===== src/rtl/mult_dot_host.sv =====
// mult_dot_host: feeds operand pairs into the multiplier, reads back the stored
// products and accumulates them into a dot product.
module mult_dot_host #(
    parameter int DEPTH     = 64,
    parameter int DRAIN_CYC = 4,
    parameter int TIMEOUT   = 1024
) (
    input  logic        clk,
    input  logic        rst,
    input  logic        start,
    input  logic [6:0]  len,
    input  logic        op_valid,
    output logic        op_ready,
    input  logic [15:0] op_a,
    input  logic [15:0] op_b,
    output logic        EN_mult,
    output logic [15:0] mult_input0,
    output logic [15:0] mult_input1,
    input  logic        RDY_mult,
    output logic        EN_blockRead,
    input  logic        VALID_memVal,
    input  logic [31:0] memVal_data,
    output logic        busy,
    output logic        done,
    output logic [47:0] dot_sum,
    output logic [6:0]  res_count,
    output logic        err_len,
    output logic        err_timeout
);
    localparam int DW = $clog2(DRAIN_CYC + 1);
    localparam int TW = $clog2(TIMEOUT + 1);

    typedef enum logic [2:0] {IDLE, FEED, DRAIN, REQ, COLLECT, DONE} stateT;

    stateT         state;
    logic [6:0]    jobLen;
    logic [6:0]    sentCnt;
    logic [DW-1:0] drainCnt;
    logic [TW-1:0] idleCnt;
    logic          feeding;

    // Operand path is a pure pass-through while feeding, forced quiet otherwise.
    assign feeding      = state == FEED;
    assign op_ready     = feeding && RDY_mult;
    assign EN_mult      = feeding && op_valid;
    assign mult_input0  = feeding ? op_a : '0;
    assign mult_input1  = feeding ? op_b : '0;
    assign EN_blockRead = state == REQ;
    assign busy         = state != IDLE;
    assign done         = state == DONE;

    always_ff @(posedge clk or negedge rst) begin
        if (!rst) begin
            state       <= IDLE;
            jobLen      <= '0;
            sentCnt     <= '0;
            drainCnt    <= '0;
            idleCnt     <= '0;
            dot_sum     <= '0;
            res_count   <= '0;
            err_len     <= 1'b0;
            err_timeout <= 1'b0;
        end else begin
            err_len <= 1'b0;
            case (state)
                IDLE: if (start) begin
                    if (len != 7'd0 && len <= 7'(DEPTH)) begin
                        jobLen      <= len;
                        sentCnt     <= '0;
                        dot_sum     <= '0;
                        res_count   <= '0;
                        err_timeout <= 1'b0;
                        state       <= FEED;
                    end else begin
                        err_len <= 1'b1;
                    end
                end
                FEED: if (op_valid && RDY_mult) begin
                    sentCnt <= sentCnt + 7'd1;
                    if (sentCnt + 7'd1 == jobLen) begin
                        drainCnt <= '0;
                        state    <= DRAIN;
                    end
                end
                DRAIN: if (drainCnt == DW'(DRAIN_CYC - 1)) state <= REQ;
                       else drainCnt <= drainCnt + 1'b1;
                REQ: begin
                    idleCnt <= '0;
                    state   <= COLLECT;
                end
                // Idle counter restarts on every result; only a continuous silence times out.
                COLLECT: if (VALID_memVal) begin
                    dot_sum   <= dot_sum + 48'(memVal_data);
                    res_count <= res_count + 7'd1;
                    idleCnt   <= '0;
                    if (res_count + 7'd1 == jobLen) state <= DONE;
                end else if (idleCnt == TW'(TIMEOUT - 1)) begin
                    err_timeout <= 1'b1;
                    state       <= DONE;
                end else begin
                    idleCnt <= idleCnt + 1'b1;
                end
                DONE: state <= IDLE;
                default: state <= IDLE;
            endcase
        end
    end
endmodule


===== config.mk =====
export PLATFORM = sky130hd
export DESIGN_NAME = mult_dot_host
export DESIGN_NICKNAME = d
export VERILOG_FILES = /design/src/rtl/mult_dot_host.sv
export SDC_FILE = /design/constraint.sdc
export NUM_CORES = 1
export LEC_CHECK = 0
export CORE_MARGIN = 8
export CORE_UTILIZATION = 49
export DETAILED_ROUTE_END_ITERATION = 8
export HOLD_SLACK_MARGIN = 0.15
export PLACE_DENSITY = 0.81
export REMOVE_ABC_BUFFERS = 1
export SYNTH_ARGS = -nofsm -noshare
export SYNTH_HDL_FRONTEND = slang
export SYNTH_SLANG_ARGS = --single-unit

===== constraint.sdc =====
create_clock -name clk -period 3.1 [get_ports clk]
set_input_delay 0.465 -clock clk [delete_from_list [all_inputs] [get_ports clk]]
set_output_delay 0.465 -clock clk [all_outputs]
set_load 0.02 [all_outputs]

==> run metrics <==
Vias per Instance between 5 and 6; detailed-route wire length approximately 18000 µm; Setup Skew slightly above 0.005 ns; global-route congestion overflow total 0; critical path fanouts, max 7; Tot GR Track Use about 23%; max capacitance violation total 0; DR WL/cell 16.5 µm; number of antenna-violating nets in the routed design 0; area share of the largest cell type after synthesis a little over a third; Hold WS slightly below 0.5 ns; vias in the first global route roughly 6000; x dimension of the die 128 µm; Synth async-reset ratio 100%; Seq/Total Area, Yosys approximately 36%; register bit count reported by yosys 88; total power per unit cell area approximately 760 nW/µm²; clock group share of total power ~17%; Std-Cell Core Area ~12000 µm²; maximum resistive drop on vdd 416 µV; top flip-flop cell by instance count after synthesis dfrtp_1; critical path data required time around 3.3 ns; vias post-DR just over 6000; most frequent cell after synthesis dfrtp_1; H-Tree Level Count 3; Final HPWL DP roughly 14000 µm; most area-consuming cells after synthesis dfrtp_1 36%, ha_1 7.5%, xnor2_1 5.3%; Clock Sink Count 88; layout cells sized above 1 a little over a tenth; cell taking the most area after synthesis dfrtp_1; antenna diode count 0; total number of yosys warnings 0; clock transition at the registers of the reported paths about 0.060 ns; status finished, final reports clean; post-layout min period between 2 and 3 ns; Distinct cells, synth between 60 and 70; drt first-iter violations 429; Die H 128 µm; switching power share of the total between 40 and 50%; number of fill cells in the layout 996; area of the mapped netlist approximately 6200 µm²; category of the worst setup path capture point flip-flop; Pre-Repair DR Iteration Count 6; count of buffers from port buffering 170; layout overhead on the synthesized area 42.0%; top achievable clock speed ~340 MHz; register share of total power a little over a quarter; final weighted congestion in routability-driven placement ~0.86; effective utilization at floorplan around half; Clk Latency, worst-skew pair 0.35 ns; final sum of negative setup slack 0 ns; wire length of the first global-routing pass 30200 µm; Post-Place Worst Slack -0.255 ns; Critical Setup Path Class input pin to flip-flop; Post-synth EDFFs 0; Clk Tree Root Cell clkbuf_16; Min-Delay Path Class flip-flop to flip-flop; crit path launch type input pin; Synth Instances between 700 and 800; number of max-slew violations in the final report 0; CTS Buffer Depth 2; buffer count from post-CTS setup fixing 0; die area around 16000 µm²; endpoints failing setup 0; number of core rows ~40; Residual DRC 0; fin worst setup slack 0.140 ns; Worst Max-Slew Pin Slew slightly above 0.7 ns; reported leakage power approximately 0.0038 µW; synth cell count leaders 88 x dfrtp_1, 70 x nand2_1, 63 x o21ai_0, 60 x nor2_1, 48 x a21oi_1; final hold vios 0; Crit path arrival time 3.19 ns; share of the clock period used by the worst path around 95%; I/O pin total 171; number of CTS-inserted buffers 9; utilization after layout 70.2%; post-layout net count ~1000; Pint approximately 3800 µW; initial antenna violation count 0; power dissipated by switching net loads between 2000 and 3000 µW; mean post-synth cell area 8.61 µm²; fraction of power consumed by combinational cells between 50% and 60%; worst-case headroom to the max-slew limit roughly 52%; maximum number of pins on one net before global-route repair 43; TritonCTS clock tree done
==> area by class of cell <==
| type | count | area (µm²) | area share (%) |
|---|---|---|---|
| multi-input cells | 582 | 3800 | 43.5 |
| repair buffers | 228 | 2160 | 24.7 |
| clock buffers | 11 | 233 | 2.66 |
| inverters | 19 | 71.3 | 0.815 |
| well taps | 172 | 215 | 2.46 |
| clock inverters | 5 | 57.6 | 0.658 |
| flip-flops and latches | 88 | 2200 | 25.2 |
==> state kept, by name (all words and copies together), names as in the netlist <==
register,cells
sentCnt,7
state,3
err_len,1
drainCnt,3
err_timeout,1
jobLen,7
dot_sum,48
res_count,7
idleCnt,11
==> metrics by stage <==
step | cell area (µm²) | std cells | power (µW)
CTS | 8710 | 1105 | 6640
detailed placement | 8410 | 1088 | 5520
floorplan | 6050 | 689 | 3890
global placement | 8410 | 1088 | 5440
finish | 8750 | 1105 | 6650
global route | 8750 | 1105 | 7090
==> worst max-delay path, stage by stage <==
cell and delay (ns):
clkdlybuf4s50_1 0.40, ha_1 0.39, a21oi_1 0.15, buf_4 0.17, a31o_1 0.23, o21ai_2 0.21, a31oi_1 0.16, a31o_2 0.36
a2111oi_2 0.43, xnor2_1 0.17, nor2_1 0.05
==> per-layer routing <==
layer | part of all wire, % | up-vias | track usage, %
met3 | 5.1 | 16 | 3.91
met1 | 44 | 2934 | 29.0
met2 | 50 | 176 | 38.2
met5 | 0 | - | 0
met4 | 0.84 | 0 | 5.45
li1 | - | 2989 | -
==> repair_timing <==
action / 4_1_cts / 5_1_grt
hold buffers: 1 / 0
gates resized for setup: 0 / 5
hold endpoints to repair: 40 / 0
setup endpoints to repair: 0 / 5
==> layout by cell type, fill, tap and decap left out, drive strengths merged, types with 2 or more instances in the layout <==
| cell | count |
|---|---|
| nand2 | 70 |
| o21bai | 3 |
| nor4 | 3 |
| nor3 | 10 |
| nand4 | 12 |
| mux2 | 7 |
| nand2b | 8 |
| or2 | 6 |
| dfrtp | 88 |
| xnor2 | 37 |
| inv | 19 |
| o21ai | 69 |
| ha | 37 |
| o41ai | 2 |
| clkdlybuf4s50 | 169 |
| clkinvlp | 3 |
| a21oi | 50 |
| nor2b | 3 |
| o211ai | 5 |
| o31ai | 14 |
| nand3b | 2 |
| and2 | 36 |
| or3 | 4 |
| nor2 | 61 |
| and3 | 12 |
| a22o | 4 |
| a211oi | 10 |
| a31oi | 10 |
| xor2 | 27 |
| nand3 | 37 |
| a31o | 2 |
| o21a | 2 |
| a21o | 18 |
| clkbuf | 11 |
| or4 | 2 |
| buf | 58 |
| a2111oi | 6 |
| o2111ai | 2 |
==> final timing paths <==
check | from | end | slack, ns | cells past startpoint
setup / recovery | memVal_data[4] | dot_sum[40] | 0.14 | 11
hold / removal | drainCnt[2] | drainCnt[2] | 0.49 | 2
setup reg to reg | dot_sum[4] | dot_sum[40] | 0.27 | 10
hold reg to reg | drainCnt[2] | drainCnt[2] | 0.49 | 2
max in group asynchronous | rst | idleCnt[1] | 1.71 | 3
min in group asynchronous | rst | dot_sum[5] | 0.65 | 2
==> power groups by stage <==
stage          combinational (µW)  clock, µW  sequential [µW]
2_1_floorplan                2000          0             1890
3_3_place_gp                 3710          0             1730
3_5_place_dp                 3770          0             1750
4_1_cts                      3800       1110             1730
5_1_grt                      4170       1150             1770
6_report                     3820       1100             1730
==> cell families after synthesis <==
| family | share of synthesized area, % |
|---|---|
| buffers and inverters | 2.97 |
| adder cells (fa/ha/maj) | 7.84 |
| AND/OR/NAND/NOR | 21.4 |
| multiplexers | 1.44 |
| AO/OA/AOI/OAI | 21.5 |
| flip-flops | 35.8 |
| XOR/XNOR | 9.10 |
No activity file was read; power rests on OpenSTA's default activity.
